File: src/rtl/baccarat_round_if.sv
// Round-controller bus: step/score inputs from the datapath, load strobes and result lights back.
interface baccarat_round_if;
    localparam int unsigned SCORE_W = 4;

    logic               step;
    logic [SCORE_W-1:0] pscore;
    logic [SCORE_W-1:0] dscore;
    logic [SCORE_W-1:0] pcard3;
    logic               load_pcard1;
    logic               load_pcard2;
    logic               load_pcard3;
    logic               load_dcard1;
    logic               load_dcard2;
    logic               load_dcard3;
    logic               player_win_light;
    logic               dealer_win_light;
    logic               done;

    modport master (
        output step, pscore, dscore, pcard3,
        input  load_pcard1, load_pcard2, load_pcard3,
        input  load_dcard1, load_dcard2, load_dcard3,
        input  player_win_light, dealer_win_light, done
    );

    modport slave (
        input  step, pscore, dscore, pcard3,
        output load_pcard1, load_pcard2, load_pcard3,
        output load_dcard1, load_dcard2, load_dcard3,
        output player_win_light, dealer_win_light, done
    );
endinterface

File: src/rtl/baccarat_round_fsm.sv
// Baccarat round controller: sequences card loads, applies natural/third-card rules, latches winner lights.
module baccarat_round_fsm #(
    parameter int unsigned NATURAL_MIN     = 8,
    parameter int unsigned PLAYER_DRAW_MAX = 5,
    parameter int unsigned DEALER_DRAW_MAX = 5
) (
    input  logic             slow_clock,
    input  logic             reset,
    baccarat_round_if.slave  bus
);
    localparam int unsigned STATE_W  = 4;
    localparam int unsigned STROBE_W = 6;

    typedef enum logic [STATE_W-1:0] {
        IDLE, LP1, W1, LD1, W2, LP2, W3, LD2,
        EVAL, W4, LP3, EVAL_B, W5, LD3, CMP, DONE
    } state_t;

    state_t                state;
    state_t                state_next;
    logic [STROBE_W-1:0]   strobes_q;
    logic [STROBE_W-1:0]   strobes_d;
    logic                  player_light_q;
    logic                  player_light_d;
    logic                  dealer_light_q;
    logic                  dealer_light_d;
    logic                  done_q;
    logic                  done_d;
    logic [3:0]            v;
    logic                  natural;
    logic                  dealer_draw;

    // Face cards and tens count as zero for the dealer table
    always_comb begin
        v           = (bus.pcard3 <= 4'd9) ? bus.pcard3 : 4'd0;
        natural     = (bus.pscore >= 4'(NATURAL_MIN)) || (bus.dscore >= 4'(NATURAL_MIN));
        dealer_draw = 1'b0;
        case (bus.dscore)
            4'd0, 4'd1, 4'd2: dealer_draw = 1'b1;
            4'd3:             dealer_draw = (v != 4'd8);
            4'd4:             dealer_draw = (v >= 4'd2) && (v <= 4'd7);
            4'd5:             dealer_draw = (v >= 4'd4) && (v <= 4'd7);
            4'd6:             dealer_draw = (v >= 4'd6) && (v <= 4'd7);
            default:          dealer_draw = 1'b0;
        endcase
    end

    always_ff @(posedge slow_clock) begin
        if (reset) begin
            state <= IDLE;
        end else begin
            state <= state_next;
        end
    end

    always_comb begin
        state_next = state;
        case (state)
            IDLE:   if (bus.step) state_next = LP1;
            LP1:    state_next = W1;
            W1:     if (bus.step) state_next = LD1;
            LD1:    state_next = W2;
            W2:     if (bus.step) state_next = LP2;
            LP2:    state_next = W3;
            W3:     if (bus.step) state_next = LD2;
            LD2:    state_next = EVAL;
            EVAL: begin
                if (natural)                                    state_next = CMP;
                else if (bus.pscore <= 4'(PLAYER_DRAW_MAX))     state_next = W4;
                else if (bus.dscore <= 4'(DEALER_DRAW_MAX))     state_next = W5;
                else                                            state_next = CMP;
            end
            W4:     if (bus.step) state_next = LP3;
            LP3:    state_next = EVAL_B;
            EVAL_B: state_next = dealer_draw ? W5 : CMP;
            W5:     if (bus.step) state_next = LD3;
            LD3:    state_next = CMP;
            CMP:    state_next = DONE;
            DONE:   state_next = DONE;
            default: state_next = IDLE;
        endcase
    end

    // Outputs are decoded from the next state so the registered strobe lines up with the load state
    always_comb begin
        strobes_d      = '0;
        done_d         = 1'b0;
        player_light_d = player_light_q;
        dealer_light_d = dealer_light_q;
        case (state_next)
            LP1:     strobes_d[0] = 1'b1;
            LD1:     strobes_d[1] = 1'b1;
            LP2:     strobes_d[2] = 1'b1;
            LD2:     strobes_d[3] = 1'b1;
            LP3:     strobes_d[4] = 1'b1;
            LD3:     strobes_d[5] = 1'b1;
            DONE:    done_d       = 1'b1;
            default: strobes_d    = '0;
        endcase
        if (state == CMP) begin
            player_light_d = (bus.pscore >= bus.dscore);
            dealer_light_d = (bus.dscore >= bus.pscore);
        end
    end

    always_ff @(posedge slow_clock) begin
        if (reset) begin
            strobes_q      <= '0;
            player_light_q <= 1'b0;
            dealer_light_q <= 1'b0;
            done_q         <= 1'b0;
        end else begin
            strobes_q      <= strobes_d;
            player_light_q <= player_light_d;
            dealer_light_q <= dealer_light_d;
            done_q         <= done_d;
        end
    end

    assign bus.load_pcard1      = strobes_q[0];
    assign bus.load_dcard1      = strobes_q[1];
    assign bus.load_pcard2      = strobes_q[2];
    assign bus.load_dcard2      = strobes_q[3];
    assign bus.load_pcard3      = strobes_q[4];
    assign bus.load_dcard3      = strobes_q[5];
    assign bus.player_win_light = player_light_q;
    assign bus.dealer_win_light = dealer_light_q;
    assign bus.done             = done_q;
endmodule

File: src/flat_wrapper.sv
// flat-port wrapper written by rule: the top's interface ports become plain ports
module baccarat_round_fsm_flat 
#(
    parameter int unsigned NATURAL_MIN     = 8,
    parameter int unsigned PLAYER_DRAW_MAX = 5,
    parameter int unsigned DEALER_DRAW_MAX = 5
)
  (slow_clock, reset, bus_step, bus_pscore, bus_dscore, bus_pcard3, bus_load_pcard1, bus_load_pcard2, bus_load_pcard3, bus_load_dcard1, bus_load_dcard2, bus_load_dcard3, bus_player_win_light, bus_dealer_win_light, bus_done);
  baccarat_round_if bus_i ();
  input  logic slow_clock;
  input  logic reset;
  input wire logic [$bits(bus_i.step)-1:0] bus_step;
  input wire logic [$bits(bus_i.pscore)-1:0] bus_pscore;
  input wire logic [$bits(bus_i.dscore)-1:0] bus_dscore;
  input wire logic [$bits(bus_i.pcard3)-1:0] bus_pcard3;
  output wire logic [$bits(bus_i.load_pcard1)-1:0] bus_load_pcard1;
  output wire logic [$bits(bus_i.load_pcard2)-1:0] bus_load_pcard2;
  output wire logic [$bits(bus_i.load_pcard3)-1:0] bus_load_pcard3;
  output wire logic [$bits(bus_i.load_dcard1)-1:0] bus_load_dcard1;
  output wire logic [$bits(bus_i.load_dcard2)-1:0] bus_load_dcard2;
  output wire logic [$bits(bus_i.load_dcard3)-1:0] bus_load_dcard3;
  output wire logic [$bits(bus_i.player_win_light)-1:0] bus_player_win_light;
  output wire logic [$bits(bus_i.dealer_win_light)-1:0] bus_dealer_win_light;
  output wire logic [$bits(bus_i.done)-1:0] bus_done;
  assign bus_i.step = bus_step;
  assign bus_i.pscore = bus_pscore;
  assign bus_i.dscore = bus_dscore;
  assign bus_i.pcard3 = bus_pcard3;
  assign bus_load_pcard1 = bus_i.load_pcard1;
  assign bus_load_pcard2 = bus_i.load_pcard2;
  assign bus_load_pcard3 = bus_i.load_pcard3;
  assign bus_load_dcard1 = bus_i.load_dcard1;
  assign bus_load_dcard2 = bus_i.load_dcard2;
  assign bus_load_dcard3 = bus_i.load_dcard3;
  assign bus_player_win_light = bus_i.player_win_light;
  assign bus_dealer_win_light = bus_i.dealer_win_light;
  assign bus_done = bus_i.done;
  baccarat_round_fsm #(.NATURAL_MIN(NATURAL_MIN), .PLAYER_DRAW_MAX(PLAYER_DRAW_MAX), .DEALER_DRAW_MAX(DEALER_DRAW_MAX)) u_core (.slow_clock(slow_clock), .reset(reset), .bus(bus_i));
endmodule
File: config.mk
export PLATFORM = sky130hd
export DESIGN_NAME = baccarat_round_fsm_flat
export DESIGN_NICKNAME = d
export VERILOG_FILES = /design/src/rtl/baccarat_round_if.sv /design/src/rtl/baccarat_round_fsm.sv /design/src/flat_wrapper.sv
export SDC_FILE = /design/constraint.sdc
export NUM_CORES = 1
export LEC_CHECK = 0
export ABC_AREA = 1
export CAP_MARGIN = 25
export CORE_MARGIN = 10
export CORE_UTILIZATION = 40
export CTS_CLUSTER_DIAMETER = 150
export DETAILED_ROUTE_END_ITERATION = 6
export PLACE_DENSITY_LB_ADDON = 0.25
export SLEW_MARGIN = 20
export SYNTH_ARGS = -nofsm -noshare
export SYNTH_HDL_FRONTEND = slang
export SYNTH_SLANG_ARGS = --single-unit
File: constraint.sdc
create_clock -name slow_clock -period 1.7 [get_ports slow_clock]
set_clock_uncertainty 0.15 [all_clocks]
set_input_delay 0.17 -clock slow_clock [delete_from_list [all_inputs] [get_ports slow_clock]]
set_output_delay 0.17 -clock slow_clock [all_outputs]
set_load 0.1 [all_outputs]
* Word level (Yosys, flattened, before mapping) *
Index checks and enable logic that the tools add are counted.

operators by class
  order comparisons = 11
  equal/unequal tests = 29
  muxes and demuxes = 20
  reduce and logical (&&, ||, !) cells = 8

operator list
  operator                                                        number
  case mux 4 bit (15 select lines)                                1
  equality test 4 bit, second input constant                      11
  equality test 4 x 3 -> 1 bit, second input constant             9
  2-to-1 mux 4 bit                                                9
  equality test 4 x 2 -> 1 bit, second input constant             5
  equality test 4 x 1 -> 1 bit, second input constant             3
  less-or-equal comparator 4 x 3 -> 1 bit, second input constant  3
  >= comparator 4 x 3 -> 1 bit, second input constant             2
  >= comparator 4 bit                                             2
  >= comparator 4 bit, second input constant                      2
  logical NOT 4 bit                                               2
  2-to-1 mux 1 bit                                                7
  case mux 1 bit (5 select lines)                                 1
  >= comparator 4 x 2 -> 1 bit, second input constant             1
  less-or-equal comparator 4 bit, second input constant           1
  2-to-1 mux 2 bit                                                2
  != test 4 bit, second input constant                            1
  logical AND 1 bit                                               3
  OR reduction 3 bit                                              1
  OR reduction 2 bit                                              1
  logical OR 1 bit                                                1

word-level totals
  register bits after elaboration = 13
  input port bits = 15
  output and inout port bits = 9

* Longest topological paths before layout *
Gate-level depths: netlist of the first run.

  depth after elaboration = 9
  depth in mapped cells = 9

* Least setup slack after synthesis of the first run *
Ideal clock, no wire load.

  path kind = reg-to-reg
  start = register u_core.bus.player_win_light (netlist name)
  end = register u_core.player_light_q, in the netlist u_core.bus.player_win_light
  data arrival time = 1.266 ns
  data required time = 1.475 ns
  setup slack = 0.209 ns
  stages on the path, launching flop included = 3
  buffers on the path = 0
  path through = dfxtp_1 o21ai_0 a31oi_1

RTL lines
  what                  line                       RTL
  end signal, assigned  baccarat_round_fsm.sv:114  player_light_q <= player_light_d;
  end, declared         baccarat_round_fsm.sv:23   logic player_light_q;

* Final worst setup path of the first run *
  start = input bus_dscore[1]
  end = register u_core.dealer_light_q, in the netlist u_core.bus.dealer_win_light

between the ends
  longest elaborated chain between the ends = 1

ends and longest elaborated chain
  what                  line                       RTL
  start, declared       flat_wrapper.sv:14         input wire logic [$bits(bus_i.dscore)-1:0] bus_dscore;
  >= comparator 4 bit   baccarat_round_fsm.sv:102  dealer_light_d = (bus.dscore >= bus.pscore);
  end signal, assigned  baccarat_round_fsm.sv:115  dealer_light_q <= dealer_light_d;
  end, declared         baccarat_round_fsm.sv:25   logic dealer_light_q;

Every way passes these cells.
A chain may end at the register's enable or synchronous reset.

==> results of run 1 <==
[worst min path at each step]
stage | from | end | slack (ns)
final | bus_pcard3[3] | u_core.state[1]$_SDFF_PP0_ | 0.42
after global routing | u_core.state[3]$_SDFF_PP0_ | u_core.bus.done$_SDFF_PP0_ | 0.45
after CTS | bus_pcard3[3] | u_core.state[1]$_SDFF_PP0_ | 0.42
after detailed placement | u_core.state[3]$_SDFF_PP0_ | u_core.bus.done$_SDFF_PP0_ | 0.42
after global placement | u_core.state[3]$_SDFF_PP0_ | u_core.bus.done$_SDFF_PP0_ | 0.40
after floorplan | bus_step | u_core.strobes_q[4]$_SDFF_PP0_ | 0.18
[state kept, by name, summed over array words and instances (netlist names)]
register                     cells
u_core.bus.dealer_win_light      1
u_core.bus.done                  1
u_core.bus.player_win_light      1
u_core.state                     4
u_core.strobes_q                 6
[layer usage]
layer / track usage / vias up / routed length, um
met5: 0 / - / 0
met4: 0.0615 / 0 / 56
met3: 0.0215 / 5 / 117
met2: 0.173 / 35 / 904
met1: 0.0812 / 356 / 717
li1: - / 424 / -
[worst reg2reg max path, stage by stage, from the launching register on]
cell and delay, ns:
dfxtp_1 0.39, inv_1 0.08, nor2_2 0.16, inv_1 0.08, nor2_1 0.17, nand2_1 0.09
a21oi_1 0.12, nor2_1 0.05
[stage by stage]
step           TNS, ns  instance area [um2]  utilization  std cells  hold WS, ns
2_1_floorplan        0                  741            -        116        0.182
3_3_place_gp         0                 1100        0.632        165        0.401
3_5_place_dp   -0.0831                 1100        0.632        165        0.417
4_1_cts              0                 1130        0.647        169        0.420
5_1_grt              0                 1130        0.647        169        0.450
6_report             0                 1130        0.647        169        0.418
[cells by family (layout without fill, tap and decap cells)]
group / count (synthesis) / in the layout / share of synthesized area
and+or+nand+nor: 68 / 68 / 0.395
adders and majority gates: 4 / 4 / 0.0676
DFF: 13 / 13 / 0.351
AOI/OAI and AO/OA: 13 / 13 / 0.0946
buffers and inverters: 18 / 46 / 0.0912
[where the power goes]
group	internal (uW)	switching, uW	total, uW
Clock	91.0	99.0	190
Sequential	311	7.16	318
Combinational	67.5	77.5	145
[cells in the final DEF (no fill, tap or decap), types with 2 or more instances in the layout]
cell type and count:
a21oi_1 7, a31oi_1 2, buf_12 9, buf_4 2
clkbuf_4 3, clkdlybuf4s50_1 14, dfxtp_1 13, ha_1 4
inv_1 15, inv_2 2, nand2_1 27, nand3_1 11
nor2_1 23, nor2_2 2, o21ai_0 3
[cell type report]
cell class	count	area share
Inverter	17	0.0565
Multi-Input combinational cell	85	0.365
Sequential cell	13	0.230
Clock buffer	4	0.0233
Timing Repair Buffer	25	0.297
Tap cell	25	0.0277
[synthesized netlist by cell type]
cell | count | area, um2
a211oi_1 | 1 | 7.51
a21oi_1 | 7 | 35.0
a31oi_1 | 2 | 12.5
and2_4 | 1 | 8.76
clkbuf_1 | 1 | 3.75
dfxtp_1 | 13 | 260
ha_1 | 4 | 50.1
inv_1 | 15 | 56.3
inv_2 | 2 | 7.51
nand2_1 | 27 | 101
nand3_1 | 11 | 55.1
nand4_1 | 1 | 6.26
nor2_1 | 23 | 86.3
nor2_2 | 2 | 12.5
nor2_4 | 1 | 11.3
nor3_1 | 1 | 5.00
o21ai_0 | 3 | 15.0
or2_2 | 1 | 6.26
==> summary.md, run 1 <==
| Metric | Value |
|---|---|
| Setup bufs post-CTS | `0` |
| Multi-input logic area | `413 um2` |
| Post-CTS Resized | `0` |
| I/O pin cnt | `24` |
| Critical path buffers and inverters | `3` |
| RePlAce Congestion | `between 0.8 and 0.9` |
| Setup Crit Path Kind | `in2reg` |
| Fin crit period | `1.44 ns` |
| P&R area growth vs syn | `52.5%` |
| Max_slew headroom | `0.839` |
| Gr usage total | `0.0905` |
| CTS tree | `built` |
| Clock sinks | `13` |
| Crit-path cells | `clkdlybuf4s50_1 > inv_1 > ha_1 > inv_1 > nor2_1 > o21ai_0 > a21oi_1 > nor2_1` |
| Final slew viol count | `0` |
| Die area | `a little under 4000 um2` |
| Die span in x | `63.0 um` |
| Pre-CTS setup slack | `-0.0508 ns` |
| Final net count | `164` |
| Vias in the first global route | `786` |
| RR Endpoint | `u_core.bus.dealer_win_light$_SDFFE_PP0N_` |
| Drt pass-1 iters | `4` |
| Period utilization | `0.847` |
| Cell variety after synth | `18` |
| Slew @ Worst Pin | `0.241 ns` |
| Synthesized area per cell | `6.39 um2` |
| Critical path origin | `bus_dscore[1]` |
| WP data required | `1.77 ns` |
| Pin count of the biggest net entering global routing | `11` |
| Vias after detailed routing | `820` |
| Worst Hold Class | `in2reg` |
| Initial Util | `0.424` |
| Initial DRC Count | `14` |
| Post-layout power | `653 uW` |
| Peak VDD IR | `0.330 mV` |
| Hold Path Cell Cnt | `5` |
| Core Area | `1750 um2` |
| Worst path depth | `8` |
| Max Root-Sink Buffers | `2` |
| Clock Pin Slew Worst Setup and Hold Paths | `0.08 ns` |
| Crit path max-delay family | `buffers and inverters` |
| Total CTS buffers | `3` |
| GRT overflow | `0` |
| Initial antenna violation count | `0` |
| Static Leakage | `0.000530 uW` |
| Slowest CP cell | `clkdlybuf4s50_1` |
| Crit path capture | `u_core.bus.dealer_win_light$_SDFFE_PP0N_` |
| HPWL after detailed placement | `between 1500 and 2000 um` |
| Vias/cell | `4.85` |
| Die Y-Extent | `between 60 and 70 um` |
| # diodes | `0` |
| R2R Path Start | `u_core.state[1]$_SDFF_PP0_` |
| Filler cells | `171` |
| Antenna-violating nets left | `0` |
| DRT Wirelength | `between 1500 and 2000 um` |
| Mapped Cells | `116` |
| PortBufs | `23` |
| Layout cell share with drive strength beyond 1 | `0.146` |
| Mapped cell area | `741 um2` |
| Final setup viols | `0` |
| RSZ-0062 raised after global routing | `false` |
| H-tree Lvls | `1` |
| DR WL/cell | `roughly 11 um` |
| WP data arrival | `1.51 ns` |
| Mapped Nets | `135` |
| Synthesis-stage register bit count | `13` |
| Reg2Reg Depth | `7` |
| Sequential share of the synthesized area | `0.351` |
| Status | `finished, final reports clean` |
| Root Buffer Master | `clkbuf_4` |
| Startpoint type of the worst setup path | `input pin` |
| PwrDens | `578 nW/um2` |
| Worst-Skew Late Latency | `0.27 ns` |
| Hold buffer count at cts | `0` |
| FF+latch area | `260 um2` |
| YS warnings | `0` |
| Max frequency | `694 MHz` |
| R2R setup slack | `between 0.3 and 0.4 ns` |
| # rows | `15` |
| Hold Vio Cnt, Final | `0` |
| Post-route worst setup slack | `0.259 ns` |
| First-pass GRT wire length | `3070 um` |
| Crit path capture type | `flip-flop` |
| Maxcap violations | `0` |
| Max incr delay on CP | `0.47 ns` |
| Crit path max fanout | `2` |
| # DRC | `0` |
No activity file was read; power rests on OpenSTA's default activity.
==> inputs of run 2 (changes only) <==
Clock period 1.7 ns to 1.4 ns, I/O delays scaled along.
==> summary.md, run 2 (synthesis gave the netlist of run 1 again) <==
| Metric | Value |
|---|---|
| Crit-path cells | `inv_1 > nor2_1 > nand2_1 > nor2_1 > nor2_2 > nand3_2 > nand3_2 > nor2_1` |
| Final net count | `169 (+3.0%)` |
| # DRC | `0 (unchanged)` |
| Max frequency | `743 MHz` |
| WP data arrival | `1.42 ns (-0.09 ns)` |
| HPWL after detailed placement | `1580 um (+2.2%)` |
| Fin crit period | `1.35 ns` |
| Worst-Skew Late Latency | `0.29 ns (+0.02 ns)` |
| Final slew viol count | `0 (unchanged)` |
| Max reg flops | `6 (unchanged)` |
| Crit path max-delay family | `simple AND/OR/NAND/NOR gates` |
| WP data required | `1.47 ns (-0.30 ns)` |
| Hold Path Cell Cnt | `5 (unchanged)` |
| Slew @ Worst Pin | `0.231 ns (-0.00974 ns)` |
| Peak VDD IR | `0.438 mV (+33%)` |
| Die area | `3970 um2 (unchanged)` |
| # placed instances | `169 (+2.4%)` |
| Die Y-Extent | `63.0 um (unchanged)` |
| Max incr delay on CP | `0.39 ns (-0.08 ns)` |
| Period utilization | `0.961` |
| Most frequent cells in the layout | `nand2_1 (24), nor2_1 (17), inv_1 (14)` |
| Setup Crit Path Kind | `reg2reg` |
| Drt pass-1 iters | `4 (unchanged)` |
| Post-route cell area | `1260 um2 (+12%)` |
| Final core utilization | `0.722 (+0.0746)` |
| Die span in x | `63.0 um (unchanged)` |
| # diodes | `0 (unchanged)` |
| Hold Vio Cnt, Final | `0 (unchanged)` |
| Final Non-Filler Cells | `174 (+3.0%)` |
| First-pass GRT wire length | `3110 um (+1.3%)` |
| Initial antenna violation count | `0 (unchanged)` |
| Pint | `583 uW (+24%)` |
| GRT overflow | `0 (unchanged)` |
| Regs by FF count | `u_core.strobes_q: 6 flops, u_core.state: 4 flops` |
| Status | `finished, final reports clean` |
| RSZ-0062 raised after global routing | `true` |
| Max_slew headroom | `0.846 (+0.00709)` |
| Worst path depth | `8 (unchanged)` |
| Static Leakage | `0.000600 uW (+13%)` |
| Antenna-violating nets left | `0 (unchanged)` |
| DRT Wirelength | `2070 um (+15%)` |
| Commonest non-fill, non-tap cell in the layout | `nand2_1` |
| Sw power | `256 uW (+39%)` |
| Sequential share of power | `0.460 (-0.027)` |
| Gr usage total | `0.0927 (+0.00223)` |
| Total CTS buffers | `3 (unchanged)` |
| RePlAce Congestion | `0.860 (+2.2%)` |
| Initial Util | `0.424 (unchanged)` |
| Core Area | `1750 um2 (unchanged)` |
| Clock Pin Slew Worst Setup and Hold Paths | `0.09 ns (about the same)` |
| # rows | `15 (unchanged)` |
| Combinational share of power | `0.247 (+0.025)` |
| Vias/cell | `5.04 (+3.9%)` |
| P&R area growth vs syn | `70.1%` |
| I/O pin cnt | `24 (unchanged)` |
| Placed inst area | `1140 um2 (+2.9%)` |
| CP most frequent cell | `nor2_1` |
| Layout cell share with drive strength beyond 1 | `0.322 (+0.176)` |
| Crit path capture type | `flip-flop` |
| Final setup viols | `0 (unchanged)` |
| Clock share of power | `0.293 (+0.002)` |
| Vias in the first global route | `792 (+0.76%)` |
| Pin count of the biggest net entering global routing | `8 (-3)` |
| Max Root-Sink Buffers | `2 (unchanged)` |
| Reg2Reg Depth | `8 (+1)` |
| Vias after detailed routing | `877 (+7.0%)` |
| Critical path buffers and inverters | `1 (-2)` |
| Startpoint type of the worst setup path | `flip-flop` |
| Reg with most FFs | `u_core.strobes_q` |
| Initial DRC Count | `15 (+1)` |
| H-tree Lvls | `1 (unchanged)` |
| PortBufs | `23 (unchanged)` |
| Crit path max fanout | `5 (+3)` |
| Root Buffer Master | `clkbuf_4` |
| DR WL/cell | `11.9 um (+12%)` |
| Worst Hold Class | `in2reg` |
| Setup_tns | `0 ns (unchanged)` |
| Clock sinks | `13 (unchanged)` |
| Slowest CP cell | `dfxtp_4` |
| PwrDens | `666 nW/um2 (+15%)` |
| Maxcap violations | `0 (unchanged)` |
| CTS tree | `built` |
| Sw frac | `0.305 (+0.0235)` |
run 2: path summary, 6_finish.rpt:
check                           slack (ns)                                  endpoint                                startpoint
worst max-delay path                  0.05            u_core.strobes_q[0]$_SDFF_PP0_                u_core.state[0]$_SDFF_PP0_
worst min-delay path                  0.25                u_core.state[2]$_SDFF_PP0_                             bus_pscore[3]
worst max register to register        0.05            u_core.strobes_q[0]$_SDFF_PP0_                u_core.state[0]$_SDFF_PP0_
worst min register to register        0.41  u_core.bus.dealer_win_light$_SDFFE_PP0N_  u_core.bus.dealer_win_light$_SDFFE_PP0N_
run 2: what timing repair did:
| item | CTS | global route |
|---|---|---|
| hold buffers | 0 | 0 |
| setup buffers | 0 | 1 |
| gates resized for setup | 1 | 29 |
| setup endpoints to repair | 1 | 6 |
| gates cloned | 0 | 0 |
| pin swaps | 0 | 7 |
run 2: power groups by stage:
stage	registers [uW]	clock network, uW	logic [uW]
detailed placement	395	0	186
global route	387	255	229
finish	386	246	207
global placement	395	0	180
CTS	386	239	187
floorplan	415	0	74.4
run 2: routing by layer:
layer  global-route usage  wire (um)  vias up
met5                    0          0        -
met4               0.0642         46        0
met3               0.0215        127        5
met2                0.174       1080       40
met1               0.0854        814      398
li1                     -          -      434
run 2: through the flow:
stage | total power, uW | setup slack, ns | hold WS (ns)
6_report | 839 | 0.0542 | 0.245
5_1_grt | 871 | -0.0452 | 0.314
4_1_cts | 812 | 0.00453 | 0.351
3_5_place_dp | 581 | -0.288 | 0.398
3_3_place_gp | 574 | -0.250 | 0.395
2_1_floorplan | 489 | 0.199 | 0.152
run 2: final cells by class:
| cell class | count | area [um2] |
|---|---|---|
| Clock buffer | 4 | 26.3 |
| Fill cell | 135 | 485 |
| Multi-Input combinational cell | 85 | 480 |
| Tap cell | 25 | 31.3 |
| Inverter | 17 | 66.3 |
| Sequential cell | 13 | 275 |
| Timing Repair Buffer | 30 | 380 |
run 2: tightest hold or removal path: stages:
cell and delay (ns):
dlymetal6s2s_1 0.17, nor2_2 0.07, a21oi_1 0.13, a21oi_1 0.07, nor2_1 0.07
==> inputs of run 3 (changes only) <==
Settings changed: CELL_PAD_IN_SITES_DETAIL_PLACEMENT from default to 1, CELL_PAD_IN_SITES_GLOBAL_PLACEMENT from default to 2, CORE_MARGIN 10 to default, CORE_UTILIZATION 40 to 22.
==> summary.md, run 3 (synthesis gave the netlist of run 1 again) <==
| Metric | Value |
|---|---|
| Core Area | `3130 um2 (+79%)` |
| PortBufs | `23 (unchanged)` |
| Final Hold Slack | `0.249 ns (+0.00385 ns)` |
| DRT Wirelength | `2090 um (+0.97%)` |
| Hold Path Cell Cnt | `8 (+3)` |
| Initial antenna violation count | `0 (unchanged)` |
| Vias in the first global route | `861 (+8.7%)` |
| P&R area growth vs syn | `72.3%` |
| Pin count of the biggest net entering global routing | `8 (unchanged)` |
| Die Y-Extent | `60.0 um (-4.8%)` |
| Clock Pin Slew Worst Setup and Hold Paths | `0.08 ns (about the same)` |
| Die area | `3600 um2 (-9.3%)` |
| Period utilization | `0.915 (-0.0464)` |
| R2R setup slack | `0.12 ns (+0.06 ns)` |
| Most frequent cells in the layout | `nand2_1 (26), nor2_1 (19), inv_1 (13)` |
| Initial Util | `0.237 (-0.188)` |
| I/O pin cnt | `24 (unchanged)` |
| Setup Crit Path Kind | `reg2reg` |
| Die span in x | `60.0 um (-4.8%)` |
| DR WL/cell | `10.6 um (-11%)` |
| Startpoint type of the worst setup path | `flip-flop` |
| Max frequency | `781 MHz (+5.1%)` |
| Max_slew headroom | `0.833 (-0.0135)` |
| Multi-input logic area | `450 um2 (-6.3%)` |
| Total CTS buffers | `3 (unchanged)` |
| RePlAce Congestion | `0.742 (-14%)` |
| HP Start | `bus_dscore[2]` |
| Maxcap violations | `0 (unchanged)` |
| Initial DRC Count | `4 (-11)` |
| Vias after detailed routing | `845 (-3.6%)` |
| Crit path capture type | `flip-flop` |
| Hold buffer count at cts | `0 (unchanged)` |
| Worst Hold Endpoint | `u_core.strobes_q[0]$_SDFF_PP0_` |
| Setup_tns | `0 ns (unchanged)` |
| HPWL after detailed placement | `1770 um (+12%)` |
| Critical path origin | `u_core.state[3]$_SDFF_PP0_` |
| Filler cells | `392 (+190%)` |
| First-pass GRT wire length | `3620 um (+16%)` |
| Static Leakage | `0.000610 uW (+1.6%)` |
| Final core utilization | `0.408 (-0.314)` |
| FF+latch area | `268 um2 (-2.7%)` |
| RR Endpoint | `u_core.strobes_q[0]$_SDFF_PP0_` |
| Max Root-Sink Buffers | `2 (unchanged)` |
| Vias/cell | `4.29 (-15%)` |
| Final setup viols | `0 (unchanged)` |
| Antenna-violating nets left | `0 (unchanged)` |
| H-tree Lvls | `1 (unchanged)` |
| Status | `finished, final reports clean` |
| Placed inst area | `1200 um2 (+5.4%)` |
| Fin crit period | `1.28 ns (-0.0650 ns)` |
| Hold Vio Cnt, Final | `0 (unchanged)` |
| Metal3 WL | `68 um (-46%)` |
| Highest Signal Layer | `met4` |
| Slew @ Worst Pin | `0.251 ns (+0.0203 ns)` |
| Final slew viol count | `0 (unchanged)` |
| Clock sinks | `13 (unchanged)` |
| Reg2Reg Depth | `7 (-1)` |
| Commonest non-fill, non-tap cell in the layout | `nand2_1` |
| # diodes | `0 (unchanged)` |
| Max reg flops | `6 (unchanged)` |
| RSZ-0062 raised after global routing | `false` |
| WP data required | `1.43 ns (-0.04 ns)` |
| Regs by FF count | `u_core.strobes_q: 6 flops, u_core.state: 4 flops` |
| Crit path max fanout | `5 (unchanged)` |
| CTS tree | `built` |
| Worst Hold Class | `in2reg` |
| # rows | `20 (+5)` |
| R2R Path Start | `u_core.state[3]$_SDFF_PP0_` |
| Met2 wire length | `1090 um (+0.37%)` |
| GRT overflow | `0 (unchanged)` |
| Layout cell share with drive strength beyond 1 | `0.301 (-0.0215)` |
| WP data arrival | `1.31 ns (-0.11 ns)` |
| PwrDens | `652 nW/um2 (-2.0%)` |
| Worst-Skew Late Latency | `0.27 ns (-0.02 ns)` |
| Setup bufs post-CTS | `0 (unchanged)` |
| Post-route cell area | `1280 um2 (+1.3%)` |
| Root Buffer Master | `clkbuf_4` |
| Reg with most FFs | `u_core.strobes_q` |
| Met1 wire length | `908 um (+12%)` |
| Peak VDD IR | `0.209 mV (-52%)` |
| Drt pass-1 iters | `3 (-1)` |
| Final net count | `173 (+2.4%)` |
| # DRC | `0 (unchanged)` |
| Gr usage total | `0.136 (+0.0435)` |
==> run 3: cell types whose count changed in the layout (fill, tap and decap cells not counted), sizes merged <==
| cell | change |
|---|---|
| buf | +4 |
| clkdlybuf4s50 | -1 |
| dlymetal6s2s | +1 |
==> run 3: layout make-up <==
cell class	count	area share
tap	44	0.0431
sequential	13	0.210
multi-input combinational	85	0.353
clock buffer	4	0.0206
timing repair buffer	34	0.324
inverter	17	0.0500
==> run 3: what timing repair did <==
action                     4_1_cts  5_1_grt
resized for setup                2       18
pin swaps                        0        1
setup endpoints to repair        2        5
==> run 3: layer usage <==
metal,up-vias,GRT usage
met4,0,0.0598
met1,382,0.151
met3,2,0.0195
met2,18,0.254
met5,-,0
li1,443,-
==> run 3: how the worst max path moves through the flow <==
stage | endpoint | slack [ns] | depth (start not counted)
after floorplan | u_core.bus.dealer_win_light$_SDFFE_PP0N_ | 0.20 | 7
after global placement | u_core.bus.dealer_win_light$_SDFFE_PP0N_ | -0.29 | 8
after detailed placement | u_core.bus.dealer_win_light$_SDFFE_PP0N_ | -0.34 | 8
after CTS | u_core.bus.player_win_light$_SDFFE_PP0N_ | 0.0007 | 7
after global routing | u_core.strobes_q[0]$_SDFF_PP0_ | 0.002 | 8
final | u_core.strobes_q[0]$_SDFF_PP0_ | 0.12 | 7
==> run 3: worst max-delay path, cell delays in order, from the launching register on <==
cell	delay (ns)
dfxtp_2	0.38
inv_2	0.06
nor2_4	0.12
nand2_1	0.12
a21oi_1	0.17
a21oi_1	0.07
nand3_1	0.08
nor2_1	0.04
==> run 3: power breakdown <==
| group | internal (uW) | switching (uW) | total [uW] |
|---|---|---|---|
| Combinational | 100 | 108 | 208 |
| Sequential | 379 | 10.4 | 389 |
| Clock | 110 | 125 | 235 |
==> run 3: metrics by stage <==
stage	setup slack [ns]	instances	power (uW)
final	0.119	197	832
after global routing	0.00213	197	883
after CTS	0.000654	197	830
after detailed placement	-0.341	193	593
after global placement	-0.290	193	590
after floorplan	0.199	116	489
